$ cat config.mk
export PLATFORM = sky130hd
export DESIGN_NAME = calc_alu_sequencer
export DESIGN_NICKNAME = d
export VERILOG_FILES = /design/src/rtl/calc_pkg.sv /design/src/rtl/calc_iter_datapath.sv /design/src/rtl/calc_alu_sequencer.sv
export SDC_FILE = /design/constraint.sdc
export NUM_CORES = 1
export LEC_CHECK = 0
export BUFFER_PORTS_ARGS = -buffer_cell sky130_fd_sc_hd__buf_2
export CAP_MARGIN = 10
export CORE_MARGIN = 2
export CORE_UTILIZATION = 39
export CTS_BUF_LIST = sky130_fd_sc_hd__clkbuf_2
export DETAILED_ROUTE_END_ITERATION = 10
export GPL_TIMING_DRIVEN = 0
export PLACE_DENSITY = 0.58
export SYNTH_ARGS = -nofsm -noshare
export SYNTH_HDL_FRONTEND = slang
export SYNTH_SLANG_ARGS = --single-unit
$ cat constraint.sdc
create_clock -name clk_i -period 3.6 [get_ports clk_i]
set_clock_uncertainty 0.15 [all_clocks]
set_input_delay 0.18 -clock clk_i [delete_from_list [all_inputs] [get_ports clk_i]]
set_output_delay 0.18 -clock clk_i [all_outputs]
set_load 0.01 [all_outputs]
$ cat src/rtl/calc_pkg.sv
// calc_pkg: shared definitions for the calculator arithmetic engine.
//   WIDTH   - default operand width (result is WIDTH+1 bits)
//   op_e    - operation encodings carried on the 2-bit op input
//   state_e - sequencer FSM states
package calc_pkg;

  localparam int unsigned WIDTH = 16;

  typedef enum logic [1:0] {
    OP_ADD = 2'b00,
    OP_SUB = 2'b01,
    OP_MUL = 2'b10,
    OP_DIV = 2'b11
  } op_e;

  typedef enum logic [2:0] {
    StIdle,
    StAddSub,
    StMul,
    StDiv,
    StDone
  } state_e;

endpackage

$ cat src/rtl/calc_iter_datapath.sv
// calc_iter_datapath: shared iterative datapath for the shift-add multiplier and
// the restoring divider. One step per clock while step_i is high.
//   clk_i, rst_i  - clock, asynchronous active-high reset
//   load_i        - clear accumulator, load shift register with a_i
//   step_i        - perform one multiply or divide iteration
//   div_mode_i    - step is a divide iteration (only when CALC_DIV_EN is defined)
//   a_i, b_i      - load operand / iteration operand (held stable while stepping)
//   hi_o, lo_o    - accumulator and shift register
//                   mul: product = {hi_o, lo_o}; div: quotient = lo_o, remainder = hi_o
// Build option: CALC_DIV_EN compiles in the divide iteration.
module calc_iter_datapath
  import calc_pkg::*;
#(
  parameter int unsigned Width = WIDTH
) (
  input  logic             clk_i,
  input  logic             rst_i,
  input  logic             load_i,
  input  logic             step_i,
`ifdef CALC_DIV_EN
  input  logic             div_mode_i,
`endif
  input  logic [Width-1:0] a_i,
  input  logic [Width-1:0] b_i,
  output logic [Width-1:0] hi_o,
  output logic [Width-1:0] lo_o
);

`ifdef CALC_DIV_EN
  // Extra bit carries the borrow of the divide trial subtraction.
  localparam int unsigned AdderW = Width + 2;
`else
  localparam int unsigned AdderW = Width + 1;
`endif

  logic [Width-1:0]  acc_q, acc_d;
  logic [Width-1:0]  sh_q, sh_d;
  logic [AdderW-1:0] add_x, add_y, add_r;
  logic [Width:0]    mul_t;

  // Shared adder/subtractor.
  always_comb begin
    add_x = {{(AdderW - Width){1'b0}}, acc_q};
    add_y = {{(AdderW - Width){1'b0}}, b_i};
`ifdef CALC_DIV_EN
    if (div_mode_i) begin
      // Trial subtract of the divisor from the partial remainder shifted left by one.
      add_x = {1'b0, acc_q, sh_q[Width-1]};
      add_r = add_x - add_y;
    end else begin
      add_r = add_x + add_y;
    end
`else
    add_r = add_x + add_y;
`endif
  end

  always_comb begin
    acc_d = acc_q;
    sh_d  = sh_q;
    // Multiply: conditionally add b to the high half, then shift the 2*Width pair right.
    mul_t = sh_q[0] ? add_r[Width:0] : {1'b0, acc_q};
    if (load_i) begin
      acc_d = '0;
      sh_d  = a_i;
    end else if (step_i) begin
`ifdef CALC_DIV_EN
      if (div_mode_i) begin
        if (!add_r[AdderW-1]) begin
          acc_d = add_r[Width-1:0];
          sh_d  = {sh_q[Width-2:0], 1'b1};
        end else begin
          acc_d = {acc_q[Width-2:0], sh_q[Width-1]};
          sh_d  = {sh_q[Width-2:0], 1'b0};
        end
      end else begin
        acc_d = mul_t[Width:1];
        sh_d  = {mul_t[0], sh_q[Width-1:1]};
      end
`else
      acc_d = mul_t[Width:1];
      sh_d  = {mul_t[0], sh_q[Width-1:1]};
`endif
    end
  end

  always_ff @(posedge clk_i or posedge rst_i) begin
    if (rst_i) begin
      acc_q <= '0;
      sh_q  <= '0;
    end else begin
      acc_q <= acc_d;
      sh_q  <= sh_d;
    end
  end

  assign hi_o = acc_q;
  assign lo_o = sh_q;

endmodule

$ cat src/rtl/calc_alu_sequencer.sv
// calc_alu_sequencer: multi-cycle add/sub/mul/div engine with a start/busy/done
// handshake. Add and sub complete in one step; mul and div iterate Width cycles
// through calc_iter_datapath. All outputs are registered.
//   clk_i, rst_i  - clock, asynchronous active-high reset (clears every output)
//   start_i       - request pulse, sampled only in idle
//   clear_i       - synchronous abort back to idle, no done; outputs keep last values
//   op_i, a_i, b_i- operation and operands, sampled with start_i
//   busy_o        - operation in progress
//   done_o        - one-cycle pulse, c_o/rem_o/flag_o valid from this cycle
//   c_o           - Width+1-bit result
//   rem_o         - division remainder, 0 for other operations
//   flag_o        - divide by zero, multiply overflow or disabled operation
// Build option: CALC_DIV_EN enables the restoring divider; without it a divide
// request finishes immediately with flag_o=1 and rem_o is tied to zero.
module calc_alu_sequencer
  import calc_pkg::*;
#(
  parameter int unsigned Width = WIDTH
) (
  input  logic             clk_i,
  input  logic             rst_i,
  input  logic             start_i,
  input  logic             clear_i,
  input  logic [1:0]       op_i,
  input  logic [Width-1:0] a_i,
  input  logic [Width-1:0] b_i,
  output logic             busy_o,
  output logic             done_o,
  output logic [Width:0]   c_o,
  output logic [Width-1:0] rem_o,
  output logic             flag_o
);

  localparam int unsigned CntW = $clog2(Width + 1);

  state_e           state_q, state_d;
  logic [CntW-1:0]  cnt_q, cnt_d;
  op_e              op_q, op_d;
  logic [Width-1:0] a_q, a_d;
  logic [Width-1:0] b_q, b_d;
  logic             busy_q, busy_d;
  logic             done_q, done_d;
  logic [Width:0]   c_q, c_d;
  logic             flag_q, flag_d;
`ifdef CALC_DIV_EN
  logic [Width-1:0] rem_q, rem_d;
  logic             div_mode;
`endif

  logic             dp_load;
  logic             dp_step;
  logic [Width-1:0] dp_hi;
  logic [Width-1:0] dp_lo;

  calc_iter_datapath #(
    .Width(Width)
  ) u_datapath (
    .clk_i      (clk_i),
    .rst_i      (rst_i),
    .load_i     (dp_load),
    .step_i     (dp_step),
`ifdef CALC_DIV_EN
    .div_mode_i (div_mode),
`endif
    .a_i        (a_i),
    .b_i        (b_q),
    .hi_o       (dp_hi),
    .lo_o       (dp_lo)
  );

`ifdef CALC_DIV_EN
  assign div_mode = (state_q == StDiv);
`endif

  always_comb begin
    state_d = state_q;
    cnt_d   = cnt_q;
    op_d    = op_q;
    a_d     = a_q;
    b_d     = b_q;
    busy_d  = busy_q;
    done_d  = 1'b0;
    c_d     = c_q;
    flag_d  = flag_q;
`ifdef CALC_DIV_EN
    rem_d   = rem_q;
`endif
    dp_load = 1'b0;
    dp_step = 1'b0;

    if (clear_i) begin
      state_d = StIdle;
      cnt_d   = '0;
      busy_d  = 1'b0;
    end else begin
      unique case (state_q)
        StIdle: begin
          if (start_i) begin
            op_d    = op_e'(op_i);
            a_d     = a_i;
            b_d     = b_i;
            cnt_d   = '0;
            busy_d  = 1'b1;
            dp_load = 1'b1;
            case (op_e'(op_i))
              OP_MUL:  state_d = StMul;
`ifdef CALC_DIV_EN
              // Divide by zero skips iteration and finishes on single-step timing.
              OP_DIV:  state_d = (b_i == '0) ? StAddSub : StDiv;
`endif
              default: state_d = StAddSub;
            endcase
          end
        end

        StAddSub: begin
          state_d = StDone;
          busy_d  = 1'b0;
          done_d  = 1'b1;
          flag_d  = 1'b0;
`ifdef CALC_DIV_EN
          rem_d   = '0;
`endif
          case (op_q)
            OP_ADD:  c_d = {1'b0, a_q} + {1'b0, b_q};
            OP_SUB:  c_d = {1'b0, a_q} - {1'b0, b_q};
            default: begin
              // Divide by zero, or divide when the divider is not built.
              c_d    = '0;
              flag_d = 1'b1;
`ifdef CALC_DIV_EN
              rem_d  = a_q;
`endif
            end
          endcase
        end

        StMul: begin
          if (cnt_q == CntW'(Width)) begin
            state_d = StDone;
            cnt_d   = '0;
            busy_d  = 1'b0;
            done_d  = 1'b1;
            c_d     = {dp_hi[0], dp_lo};
            flag_d  = |dp_hi[Width-1:1];
`ifdef CALC_DIV_EN
            rem_d   = '0;
`endif
          end else begin
            dp_step = 1'b1;
            cnt_d   = cnt_q + 1'b1;
          end
        end

        StDiv: begin
`ifdef CALC_DIV_EN
          if (cnt_q == CntW'(Width)) begin
            state_d = StDone;
            cnt_d   = '0;
            busy_d  = 1'b0;
            done_d  = 1'b1;
            c_d     = {1'b0, dp_lo};
            flag_d  = 1'b0;
            rem_d   = dp_hi;
          end else begin
            dp_step = 1'b1;
            cnt_d   = cnt_q + 1'b1;
          end
`else
          state_d = StIdle;
          busy_d  = 1'b0;
`endif
        end

        StDone: state_d = StIdle;

        default: begin
          state_d = StIdle;
          busy_d  = 1'b0;
        end
      endcase
    end
  end

  always_ff @(posedge clk_i or posedge rst_i) begin
    if (rst_i) begin
      state_q <= StIdle;
      cnt_q   <= '0;
      op_q    <= OP_ADD;
      a_q     <= '0;
      b_q     <= '0;
      busy_q  <= 1'b0;
      done_q  <= 1'b0;
      c_q     <= '0;
      flag_q  <= 1'b0;
`ifdef CALC_DIV_EN
      rem_q   <= '0;
`endif
    end else begin
      state_q <= state_d;
      cnt_q   <= cnt_d;
      op_q    <= op_d;
      a_q     <= a_d;
      b_q     <= b_d;
      busy_q  <= busy_d;
      done_q  <= done_d;
      c_q     <= c_d;
      flag_q  <= flag_d;
`ifdef CALC_DIV_EN
      rem_q   <= rem_d;
`endif
    end
  end

  assign busy_o = busy_q;
  assign done_o = done_q;
  assign c_o    = c_q;
  assign flag_o = flag_q;
`ifdef CALC_DIV_EN
  assign rem_o  = rem_q;
`else
  assign rem_o  = '0;
`endif

endmodule

---- Yosys cells after proc, flatten, opt, wreduce, memory -nomap -nowiden ----
Index checks and enable logic that the tools add are counted.
word-level totals
  output and inout port bits .............. 36
  input bits .............................. 38
  flip-flop bits (word level) ............. 94
operators by class
  reductions and logical operators ........ 12
  add/sub/neg operators ................... 4
  mux-type cells .......................... 33
  bitwise logic cells ..................... 1
  equality and inequality tests ........... 10
operators by type and width
  operator                                              number
  one-hot mux 17 bit (2 select lines)                   2
  two-way mux 16 bit                                    4
  adder 16 x 16 -> 17 bit                               2
  two-way mux 17 bit                                    2
  subtractor 16 x 16 -> 17 bit                          1
  two-way mux 5 bit                                     3
  OR reduction 15 bit                                   1
  two-way mux 1 bit                                     13
  one-hot mux 5 bit (2 select lines)                    1
  two-way mux 3 bit                                     3
  one-hot mux 3 bit (3 select lines)                    1
  AND reduction 3 bit                                   3
  inequality test 3 bit (second input constant)         2
  adder 5 x 1 -> 5 bit (second input constant)          1
  equality test 5 bit (second input constant)           1
  inequality test 2 bit (second input constant)         2
  one-hot mux 1 bit (2 select lines)                    2
  AND reduction 2 bit                                   2
  nonzero test 2 bit                                    2
  equality test 3 x 1 -> 1 bit (second input constant)  1
  equality test 3 x 2 -> 1 bit (second input constant)  1
  equality test 3 bit (second input constant)           1
  logical NOT 3 bit                                     1
  one-hot mux 1 bit (3 select lines)                    1
  7 further kinds                                       7

---- Depth between registers and ports, before layout ----
Gate-level depths: netlist of the first run.
  depth in word-level cells ............... 6
  gate-level depth with buffers ........... 14

---- Hierarchy ----
A second synthesis of the first run with hierarchy kept.
second synthesis, totals
  cell total of the unflattened synthesis .. 671
  area total of the unflattened synthesis .. 6198.4 sq um
by module, submodules not included
  module              seq. area each (sq um)  area an instance (sq um)  cells each  instances
  calc_alu_sequencer  1551.5                  3852.4                    409         1
  calc_iter_datapath  800.8                   2346.0                    262         1

---- Worst setup path before layout of the first run ----
No wires, ideal clock.
  path type ............................... reg-to-reg
  start ................................... register op_q[1]
  end ..................................... register c_q[15] (netlist: c_o[15])
  path slack .............................. 0.381 ns
  path buffers ............................ 2
  clock period less this slack ............ 3.219 ns
  arrival ................................. 2.930 ns
  setup time .............................. 0.138 ns
  cell stages (with the launch flop) ...... 15
  required time ........................... 3.312 ns
  path through ............................ dfrtp_1 > clkbuf_1 > nor2b_1 > clkbuf_1 > a21oi_1 > xnor2_1 > ha_1 > o21a_1 > o21a_1 > o2111ai_1 > a21o_2 > or4b_1 > a31oi_1 > xor2_1 > o221ai_1
on the way
  longest elaborated chain between the ends .. 3
  elaborated cells on any way between the ends .. 4
ends and longest elaborated chain
  element                                                                   RTL line                   source
  start: declaration                                                        calc_alu_sequencer.sv:38   op_e op_q, op_d;
  start signal: assignment                                                  calc_alu_sequencer.sv:202  op_q <= op_d;
  equality test 2 x 1 -> 1 bit / logical NOT 2 bit (equally long branches)  calc_alu_sequencer.sv:124  case (op_q)
  one-hot mux 17 bit (2 select lines) (*)                                   calc_alu_sequencer.sv:124
  one-hot mux 17 bit (2 select lines) (*)                                   calc_alu_sequencer.sv:96   unique case (state_q)
  end signal: assignment                                                    calc_alu_sequencer.sv:194  c_q <= '0;
  end signal: assignment                                                    calc_alu_sequencer.sv:207  c_q <= c_d;
  end: declaration                                                          calc_alu_sequencer.sv:43   logic [Width:0] c_q, c_d;
Mark *: on every way between the ends. The rest lies on a longest branch, timed or not.
A chain may end at the register's enable or synchronous reset.

---- Worst setup path after layout of the first run ----
  start ................................... register b_q[3]
  end ..................................... register c_q[15] (netlist: c_o[15])
on the way
  longest elaborated chain between the ends .. 3
  elaborated cells on any way between the ends .. 4
ends and longest elaborated chain
  element                                                                         RTL line                                              source
  start: declaration                                                              calc_alu_sequencer.sv:40                              logic [Width-1:0] b_q, b_d;
  start signal: assignment                                                        calc_alu_sequencer.sv:191                             b_q <= '0;
  start signal: assignment                                                        calc_alu_sequencer.sv:204                             b_q <= b_d;
  subtractor 16 x 16 -> 17 bit / adder 16 x 16 -> 17 bit (equally long branches)  calc_alu_sequencer.sv:126, calc_alu_sequencer.sv:125
  one-hot mux 17 bit (2 select lines) (*)                                         calc_alu_sequencer.sv:124
  one-hot mux 17 bit (2 select lines) (*)                                         calc_alu_sequencer.sv:96
Marks and branches as above.

==> flow_summary_export.csv, run 1 <==
group,metric,value,unit
drt,maxUsedRoutingLayer,"met4",
sta,hold_viol,0,
layout,drive_gt1_share,17.2,%
clock_network,cts_buffer_depth,2,
worst_setup_path,start_kind,"register",
logic_synthesis,synth_area,5810,µm²
grt,first_global_vias,5283,
worst_setup_path,cpPeakStageDelay,0.51,ns
worst_setup_path,rr_worst_depth,12,
grt,grt_max_degree,58,
logic_synthesis,async_reset_ff_share,100,%
clock_network,insertion_delay,0.64,ns
worst_setup_path,cp_data_arrival_time,3.86,ns
min_path,min_path_type,"in -> reg",
sta,layout_min_cycle_time,3.46,ns
min_path,holdPathStages,4,
placement,io_buffers,57,
status,status,"finished clean",
placement,gp_congestion,0.902,
logic_synthesis,synthTopCellsByCount,"165 x nand2_1, 94 x dfrtp_1, 51 x o21ai_0",
clock_network,root_buffer,"clkbuf_2",
floorplanning,coreArea,14500,µm²
worst_setup_path,cp_cell_sequence,"nor3_4 > and3_4 > a31oi_4 > xnor2_2 > ha_1 > a21o_1 > a21o_1 > a21o_1 > or4b_1 > a31oi_2 > xor2_1 > o221ai_1",
floorplanning,num_rows,44,
pwr,vdd_drop_max,0.222,mV
logic_synthesis,ys_seq_elements,94,
worst_setup_path,worstSetupEndpointType,"register",
clock_network,htreeDepth,3,
grt,antenna_found_initial,1,
placement,placed_cells,937,
drt,drc,0,
worst_setup_path,reg2reg_slack,0.14,ns
sta,relSlewSlack,50.4,%
drt,vias,5381,
sta,setup_viol,0,
grt,grt_usage,21.8,%
drt,met2_length,7960,µm
worst_setup_path,cpMostUsedCell,"a21o_1",
layout,area_growth,23.7,%
floorplanning,die_w,126,µm
drt,drtIter0Drc,363,
floorplanning,dieArea,15900,µm²
drt,routedWlPerCell,16.8,µm
logic_synthesis,synth_most_common_cell,"nand2_1",
sta,finalCritPeriodShare,96.0,%
sta,worst_pin_slew,0.744,ns
clock_network,cts_tree,"yes",
pwr,p_leak,3.50,nW
logic_synthesis,synthFlopType,"dfrtp_1",
logic_synthesis,ys_seq_area_share,40.5,%
pwr,power,3.99,mW
floorplanning,ios,74,
logic_synthesis,yosys.cell_types.count,54,
clock_network,cts.clk_slew.worst_paths,0.28,ns
drt,drt_wl_total,17000,µm
worst_setup_path,cp_num_buf_inv,0,
job,cap_viol_max_count,0,
drt,viasPerCell,5.33,
floorplanning,die_y,126,µm
clock_network,cts_buffers,9,
sta,final_max_slew_viol_count,0,
logic_synthesis,syn_inst,680,
sta,fmax,0.289,GHz
logic_synthesis,synth_top_area_cell,"dfrtp_1",
placement,dpl.hpwl,12300,µm
worst_setup_path,criticalPathCategory,"reg -> reg",
logic_synthesis,post_synth_main_area_contributors,"dfrtp_1 41%, nand2_1 11%, ha_1 7.5%",
floorplanning,start_util,40.0,%
layout,fin_cells,1010,
worst_setup_path,crit_slowest_cell,"dfrtp_2",
grt,grt_pass1_wl,27500,µm
logic_synthesis,syn_area_per_cell,8.54,µm²
drt,ant_nets,0,
worst_setup_path,path_delay_family,"compound AO/OA/AOI/OAI gates",
worst_setup_path,required,4.01,ns
worst_setup_path,crit_fanout,5,
logic_synthesis,synth_edf_count,0,
drt,wl_met1,8180,µm
logic_synthesis,yosysWarnings,0,
drt,dr.pass1.iters,5,
worst_setup_path,crit_cells,12,
layout,finish.net_count,895,
sta,whs,0.0899,ns
logic_synthesis,synth_top_area_share,40.5,%
pwr,power.density_cell_area,556,nW/µm²
clock_network,cts_sinks,94,
grt,grt.overflow.total,0,
drt,wl_met3,627,µm
[layout by cell type, fill, tap and decap left out, types with 9 or more instances in the layout]
cell type | Yosys | final
a21o_1 | 9 | 9
a21oi_1 | 31 | 30
a22oi_1 | 15 | 15
buf_2 | 2 | 59
buf_4 | 16 | 35
clkbuf_1 | 24 | 22
clkbuf_2 | 0 | 9
conb_1 | 1 | 16
dfrtp_1 | 94 | 88
dlygate4sd3_1 | 0 | 38
ha_1 | 35 | 33
inv_1 | 15 | 13
mux2i_1 | 12 | 12
nand2_1 | 165 | 165
nand3_1 | 26 | 26
nor2_1 | 27 | 27
nor2b_1 | 10 | 10
nor3_1 | 14 | 11
o21a_1 | 10 | 10
o21ai_0 | 51 | 49
xnor2_1 | 23 | 21
xor2_1 | 16 | 15
[per-stage QoR]
stage / setup WS, ns / area (µm²) / util (%) / TNS, ns
after global routing: -0.00991 / 7180 / 49.4 / -0.00991
final: 0.143 / 7180 / 49.4 / 0
after detailed placement: -0.280 / 6410 / 44.1 / -0.358
after CTS: 0.0317 / 6940 / 47.8 / 0
after global placement: -0.460 / 6380 / 43.9 / -42.88
after floorplan: 0.381 / 5860 / - / 0
[path summary, 6_finish.rpt]
path                              from  endpoint
max in group asynchronous        rst_i    busy_o
min in group asynchronous        rst_i    b_q[7]
worst max-delay path            b_q[3]   c_o[15]
worst min register to register  c_o[2]    c_o[2]
worst min-delay path            b_i[7]    b_q[7]
worst max register to register  b_q[3]   c_o[15]
[worst reg2reg max path: stages (launching register included)]
cell	delay (ns)
dfrtp_2	0.51
nor3_4	0.21
and3_4	0.24
a31oi_4	0.12
xnor2_2	0.17
ha_1	0.35
a21o_1	0.19
a21o_1	0.18
a21o_1	0.19
or4b_1	0.49
a31oi_2	0.20
xor2_1	0.22
o221ai_1	0.16
[repair_timing]
action / in CTS / in global routing
pin swaps: 0 / 9
hold endpoints to repair: 161 / 0
setup buffers: 1 / 18
hold buffers: 38 / 0
setup endpoints to repair: 3 / 3
resized for setup: 6 / 24
[per-layer routing]
layer	up-vias	global-route usage (%)
li1	2629	-
met1	2606	30.4
met2	130	35.7
met3	16	2.93
met4	0	6.21
met5	-	0
[area by class of cell]
cell class                      instances  area (µm²)
Fill cell                            1457        7350
Multi-Input combinational cell        541        3320
Sequential cell                        94        2360
Timing Repair Buffer                  115         836
Buffer                                 44         231
Tap cell                              184         230
Clock inverter                          7        96.3
Inverter                               15        58.8
Clock buffer                            9        45.0
Antenna cell                            1        2.50
[registers in the layout, indices dropped and copies added, names as in the netlist]
| signal | count |
|---|---|
| b_q | 16 |
| state_q | 3 |
| cnt_q | 5 |
| a_q | 16 |
| op_q | 2 |
| c_o | 17 |
| done_o | 1 |
| flag_o | 1 |
| busy_o | 1 |
| u_datapath.hi_o | 16 |
| u_datapath.lo_o | 16 |
[where the power goes]
| group | total (mW) | internal, mW | switching, mW |
|---|---|---|---|
| registers | 1.48 | 1.27 | 0.208 |
| logic | 1.88 | 0.867 | 1.01 |
| clock network | 0.638 | 0.230 | 0.409 |
[kinds of logic after synthesis]
family / synth area share [%]
flip-flops: 40.5
multiplexers: 2.26
AND/OR/NAND/NOR: 21.1
other: 0.0646
AO/OA/AOI/OAI: 17.0
adder cells (fa/ha/maj): 8.23
buffers and inverters: 4.96
XOR/XNOR: 5.88
No activity file was read; power rests on OpenSTA's default activity.
==> run 2: changes to the inputs <==
--- a/config.mk
+++ b/config.mk
@@ -9,9 +9,10 @@
 export CAP_MARGIN = 10
 export CORE_MARGIN = 2
 export CORE_UTILIZATION = 39
-export CTS_BUF_LIST = sky130_fd_sc_hd__clkbuf_2
+export CTS_BUF_LIST = sky130_fd_sc_hd__clkbuf_16
 export DETAILED_ROUTE_END_ITERATION = 10
 export GPL_TIMING_DRIVEN = 0
+export MAX_ROUTING_LAYER = met4
 export PLACE_DENSITY = 0.58
 export SYNTH_ARGS = -nofsm -noshare
 export SYNTH_HDL_FRONTEND = slang
==> constraint.sdc (replaced) <==
create_clock -name clk_i -period 3.75 [get_ports clk_i]
set_clock_uncertainty 0.15 [all_clocks]
set_input_delay 0.1875 -clock clk_i [delete_from_list [all_inputs] [get_ports clk_i]]
set_output_delay 0.1875 -clock clk_i [all_outputs]
set_load 0.01 [all_outputs]
==> run 2 against run 1 <==
Non-clock buffer count fell by 21. Critical path type unchanged. Critical path depth did not move. Routed wire length shrank 2.7%. Flip-flop and latch count did not move. Critical endpoint unchanged. Die area is the same. Worst setup slack improved by 0.070 ns. Count of clock-buffer cells in the layout unchanged. First-iteration DRC count up 21%. Maximum frequency shrank 2.2%. Largest cell class unchanged. Hold slack gained 0.054 ns. Sequential share of layout area grew 0.45 points. Utilization decreased by 0.79 points.
==> flow_summary_export.csv, run 2 (synthesis gave the netlist of run 1 again) <==
group,metric,value,unit
status,status,"finished clean",
layout,final_common_cell,"nand2_1",
layout,final_util,48.6,%
grt,grt_pass1_wl,27300,µm
placement,place_ws,-0.124,ns
worst_setup_path,path_delay_family,"compound AO/OA/AOI/OAI gates",
layout,finish.net_count,874,
drt,drtIter0Drc,441,
floorplanning,ios,74,
drt,drt_wl_total,16500,µm
worst_setup_path,criticalPathCategory,"reg -> reg",
grt,use_met3,4.25,%
pwr,p_leak,3.46,nW
layout,fin_cells,988,
clock_network,cts_buffer_depth,2,
layout,fillers,1399,
placement,placed_cells,937,
min_path,holdPathStages,4,
worst_setup_path,cp_cell_sequence,"nor3_2 > and3_4 > a31oi_1 > xnor2_1 > ha_1 > a21o_1 > a21o_1 > a21o_1 > or4b_1 > a31oi_1 > xor2_1 > o221ai_1",
placement,dpl.hpwl,12200,µm
clock_network,root_buffer,"clkbuf_16",
layout,largest_reg_flops,17,
clock_network,insertion_delay,0.35,ns
clock_network,cts_tree,"yes",
drt,ant_nets,0,
layout,regArea,2350,µm²
clock_network,cts.clk_slew.worst_paths,0.06,ns
worst_setup_path,crit_cells,12,
drt,viasPerCell,5.33,
sta,final_max_slew_viol_count,0,
floorplanning,coreArea,14500,µm²
drt,drc,0,
grt,use_met1,29.8,%
worst_setup_path,crit_fanout,5,
pwr,power,3.96,mW
clock_network,htreeDepth,3,
worst_setup_path,rr_worst_depth,12,
clock_network,cts_sinks,94,
sta,hold_viol,0,
layout,drive_gt1_share,12.9,%
grt,grt_usage,22.5,%
worst_setup_path,required,3.82,ns
worst_setup_path,crit_slowest_cell,"or4b_1",
layout,area_growth,21.7,%
pwr,vdd_drop_max,0.288,mV
sta,whs,0.144,ns
layout,final_cell_mix,"165 x nand2_1, 93 x dfrtp_1, 60 x buf_2",
sta,fmax,0.283,GHz
placement,io_buffers,57,
drt,routedWlPerCell,16.7,µm
floorplanning,start_util,40.0,%
worst_setup_path,cpMostUsedCell,"a21o_1",
clock_network,cts_buffers,9,
grt,grt_util_met2,35.5,%
grt,antenna_found_initial,0,
worst_setup_path,cp_data_arrival_time,3.60,ns
floorplanning,die_y,126,µm
sta,setup_ws,0.214,ns
sta,layout_min_cycle_time,3.54,ns
min_path,min_path_type,"in -> reg",
sta,relSlewSlack,48.5,%
worst_setup_path,worstSetupEndpointType,"register",
worst_setup_path,cp_num_buf_inv,0,
grt,grt.overflow.total,0,
floorplanning,dieArea,15900,µm²
floorplanning,num_rows,44,
drt,dr.pass1.iters,5,
sta,setup_viol,0,
sta,tns,0,ns
layout,final_area,7070,µm²
sta,finalCritPeriodShare,94.3,%
pwr,power.density_cell_area,560,nW/µm²
grt,top_usage_layer,"met2",
layout,n_antenna_cell,0,
grt,grt_max_degree,57,
job,cap_viol_max_count,0,
placement,place_area,6410,µm²
drt,vias,5268,
layout,multiInputGateArea,3240,µm²
floorplanning,die_w,126,µm
worst_setup_path,cpPeakStageDelay,0.47,ns
grt,first_global_vias,5254,
placement,gp_congestion,0.924,
worst_setup_path,start_kind,"register",
sta,worst_pin_slew,0.772,ns
==> run 2: cell types whose count changed in the layout (fill, tap and decap cells not counted), sizes merged <==
cell | before | now
clkinvlp | 2 | 1
diode | 1 | 0
clkbuf | 32 | 31
bufinv | 2 | 1
inv | 16 | 17
dlygate4sd3 | 38 | 35
buf | 98 | 81
clkinv | 2 | 3
==> run 2: per-layer routing <==
metal	share of wire, %	wire [µm]	up-vias
li1	-	-	2581
met1	48	7870	2537
met2	46	7570	128
met3	4.6	768	22
met4	2.0	329	0
met5	0	0	-
==> run 2: timing repair <==
| item | 4_1_cts | 5_1_grt |
|---|---|---|
| hold buffers | 35 | 0 |
| endpoints found under the hold margin | 88 | 0 |
| setup endpoints to repair | 1 | 4 |
| gates resized for setup | 1 | 9 |
| pin swaps | 0 | 2 |
| buffers inserted | 0 | 1 |
==> run 2: area by class of cell <==
cell class | instances | area share (%)
multi-input combinational | 541 | 45.9
sequential | 94 | 33.3
timing repair buffer | 94 | 9.49
clock inverter | 7 | 0.814
clock buffer | 9 | 3.19
tap | 184 | 3.26
inverter | 15 | 0.832
buffer | 44 | 3.24
==> run 2: report_power, final <==
part / switching (mW) / internal [mW] / leakage (nW) / total, mW
clock network: 0.396 / 0.507 / 0.143 / 0.902
registers: 0.199 / 1.22 / 1.20 / 1.42
logic: 0.910 / 0.727 / 2.12 / 1.64
total: 1.50 / 2.45 / 3.46 / 3.96
==> run 2: worst min-delay path: stages <==
cell and delay (ns):
buf_2 0.15, nor3_1 0.06, o21ai_0 0.14, nand2_1 0.06
==> run 2: worst paths after layout <==
kind,startpoint,to,slack (ns)
worst max-delay path,b_q[4],c_o[15],0.21
worst max register to register,b_q[4],c_o[15],0.21
worst min register to register,c_o[2],c_o[2],0.33
worst min-delay path,clear_i,busy_o,0.14
min in group asynchronous,rst_i,b_q[7],0.29
max in group asynchronous,rst_i,op_q[1],2.49
==> run 3: changes to the inputs <==
--- a/config.mk
+++ b/config.mk
@@ -5,6 +5,7 @@
 export SDC_FILE = /design/constraint.sdc
 export NUM_CORES = 1
 export LEC_CHECK = 0
+export ABC_AREA = 1
 export BUFFER_PORTS_ARGS = -buffer_cell sky130_fd_sc_hd__buf_2
 export CAP_MARGIN = 10
 export CORE_MARGIN = 2
==> run 3 against run 2 <==
Register-to-register slack improved by 0.54 ns. Synthesized cell count increased by 38%. Via count increased by 16%. Highest routed layer unchanged.
==> flow_summary_export.csv, run 3 <==
group,metric,value,unit
status,status,"finished clean",
drt,wl_met1,8890,µm
drt,ant_nets,0,
layout,final_util,47.9,%
worst_setup_path,crit_fanout,5,
layout,final_area,7890,µm²
worst_setup_path,cp_num_buf_inv,2,
floorplanning,ios,74,
pwr,combPwrFrac,45.8,%
worst_setup_path,r2r-end,"c_o[14]",
drt,met2_length,9130,µm
worst_setup_path,worstSetupEndpointType,"register",
logic_synthesis,ys_seq_area_share,36.0,%
drt,drc,0,
logic_synthesis,yosysWarnings,0,
worst_setup_path,criticalPathCategory,"reg -> reg",
pwr,p_clk_share,23.2,%
logic_synthesis,synthTopCellsByCount,"322 x nand2_1, 135 x inv_1, 94 x dfrtp_1",
clock_network,root_buffer,"clkbuf_16",
sta,rsz0062_at_grt,"false",
clock_network,insertion_delay,0.37,ns
layout,drive_gt1_share,12.2,%
pwr,intPower,2.73,mW
worst_setup_path,reg2reg_slack,0.76,ns
worst_setup_path,crit_path_end,"c_o[14]",
pwr,vdd_drop_max,0.256,mV
floorplanning,dieArea,17800,µm²
worst_setup_path,start_kind,"register",
clock_network,cts_tree,"yes",
layout,fillers,1728,
worst_setup_path,required,3.88,ns
pwr,p_seq_share,31.1,%
grt,grt_pass1_wl,31200,µm
grt,antenna_found_initial,0,
pwr,power.density_cell_area,593,nW/µm²
logic_synthesis,synth_top_area_cell,"dfrtp_1",
logic_synthesis,synthFlopType,"dfrtp_1",
pwr,power,4.67,mW
floorplanning,start_util,39.7,%
sta,relSlewSlack,53.3,%
worst_setup_path,startpoint,"b_q[1]",
logic_synthesis,post_synth_main_area_contributors,"dfrtp_1 36%, nand2_1 18%, inv_1 7.7%",
floorplanning,num_rows,47,
sta,hold_viol,0,
layout,area_growth,20.6,%
clock_network,cts_buffers,9,
logic_synthesis,syn_inst,936,
job,cap_viol_max_count,0,
logic_synthesis,yosys.cell_types.count,43,
logic_synthesis,synth_area,6540,µm²
placement,io_buffers,57,
logic_synthesis,syn_area_per_cell,6.99,µm²
worst_setup_path,r2r_start,"b_q[1]",
placement,gp_congestion,0.950,
drt,vias,6085,
worst_setup_path,cp_cell_sequence,"inv_1 > nand3_1 > nor3b_1 > nand2_1 > nand2_1 > o21ai_0 > xor2_1 > ha_1 > nand2_1 > inv_1 > nand2_1 > nand2_1 > a21oi_1 > nand2_1 > nand2_1 > nand3_1 > a21boi_1",
drt,wl_met3,680,µm
drt,dr.pass1.iters,4,
pwr,p_leak,4.36,nW
pwr,swShare,41.6,%
sta,whs,0.161,ns
worst_setup_path,crit_cells,17,
layout,final_cell_mix,"322 x nand2_1, 136 x inv_1, 94 x dfrtp_1",
floorplanning,coreArea,16500,µm²
logic_synthesis,async_reset_ff_share,100,%
floorplanning,die_y,133,µm
drt,viasPerCell,4.75,
worst_setup_path,path_delay_family,"simple AND/OR/NAND/NOR gates",
clock_network,cts.clk_slew.worst_paths,0.07,ns
worst_setup_path,rr_worst_depth,17,
logic_synthesis,synth_edf_count,0,
worst_setup_path,cp_data_arrival_time,3.13,ns
logic_synthesis,synth_top_area_share,36.0,%
layout,largest_reg_flops,17,
placement,dpl.hpwl,14300,µm
sta,fmax,0.334,GHz
drt,maxUsedRoutingLayer,"met4",
clock_network,cts_sinks,94,
drt,drtIter0Drc,478,
sta,worst_pin_slew,0.700,ns
logic_synthesis,ys_seq_elements,94,
worst_setup_path,cpMostUsedCell,"nand2_1",
layout,finish.net_count,1131,
layout,n_antenna_cell,0,
grt,first_global_vias,6016,
sta,finalCritPeriodShare,79.9,%
sta,final_max_slew_viol_count,0,
drt,routedWlPerCell,14.9,µm
grt,grt.overflow.total,0,
drt,drt_wl_total,19000,µm
grt,grt_max_degree,65,
clock_network,htreeDepth,3,
sta,setup_viol,0,
grt,grt_usage,23.4,%
pwr,p_switching,1.94,mW
placement,place_area,7190,µm²
worst_setup_path,cpPeakStageDelay,0.38,ns
logic_synthesis,synth_most_common_cell,"nand2_1",
min_path,min_path_type,"in -> reg",
worst_setup_path,crit_slowest_cell,"dfrtp_1",
clock_network,cts_buffer_depth,2,
layout,final_common_cell,"nand2_1",
sta,layout_min_cycle_time,2.99,ns
floorplanning,die_w,133,µm
==> run 3: cell count changes in the layout (fill, tap and decap cells not counted), sizes merged, moves of 10 or more <==
cell,previous run,this run
nand2,165,325
inv,17,142
nand3,26,66
nor2,27,57
xnor2,23,1
a21oi,31,51
clkbuf,31,15
a22oi,15,0
o21ai,56,41
mux2i,12,0
a21o,11,0
or2,3,14
nor2b,10,0
==> run 3: what timing repair did <==
item	4_1_cts	5_1_grt
hold buffers	36	0
buffers inserted	0	0
hold endpoints to repair	83	0
resized for setup	0	0
==> run 3: worst min-delay path by stage <==
stage	cells after the start	start	end
6_report	5	start_i	op_q[1]
5_1_grt	5	start_i	op_q[1]
4_1_cts	5	start_i	op_q[1]
3_5_place_dp	2	rst_i	done_o
2_1_floorplan	1	clear_i	cnt_q[3]
3_3_place_gp	3	b_i[7]	b_q[7]
==> run 3: cell type report <==
type | instances | area, µm² | share of cell area, %
multi-input cells | 680 | 3440 | 43.6
flip-flops and latches | 94 | 2350 | 29.8
repair buffers | 94 | 673 | 8.54
inverters | 140 | 533 | 6.76
well taps | 220 | 275 | 3.49
plain buffers | 37 | 273 | 3.46
clock buffers | 9 | 225 | 2.86
clock inverters | 7 | 114 | 1.44
==> run 3: power groups by stage <==
stage	clock network [mW]	logic [mW]	registers [mW]
final	1.08	2.14	1.45
after global routing	1.14	2.46	1.49
after CTS	1.10	2.14	1.45
after detailed placement	0	2.10	1.47
after global placement	0	2.08	1.47
after floorplan	0	1.51	1.46
==> run 3: per-layer routing <==
metal	up-vias	GRT usage, %
li1	3167	-
met1	2797	30.4
met2	99	38.0
met3	22	3.84
met4	0	6.21
met5	-	-
==> run 3: through the flow <==
| stage | TNS, ns | std cells | setup slack, ns |
|---|---|---|---|
| 4_1_cts | 0 | 1281 | 0.762 |
| 3_5_place_dp | 0 | 1229 | 0.791 |
| 2_1_floorplan | 0 | 951 | 0.964 |
| 5_1_grt | 0 | 1281 | 0.267 |
| 6_report | 0 | 1281 | 0.755 |
| 3_3_place_gp | -34.92 | 1228 | -0.382 |
==> run 3: tightest hold or removal path: cells and delay by family <==
family | cells | cell delay, ns
AOI/OAI and AO/OA | 1 | 0.09
buffers and inverters | 3 | 0.29
and+or+nand+nor | 1 | 0.06
==> run 3: logic make-up after synthesis <==
kind of cell               Yosys count  share of synthesized area (%)
adders and majority gates           37                           7.31
and+or+nand+nor                    490                           31.6
buffers and inverters              177                           12.3
DFF                                 94                           36.0
AOI/OAI and AO/OA                  120                           10.5
xor gates and xnor gates            17                           2.28
other                                1                         0.0574
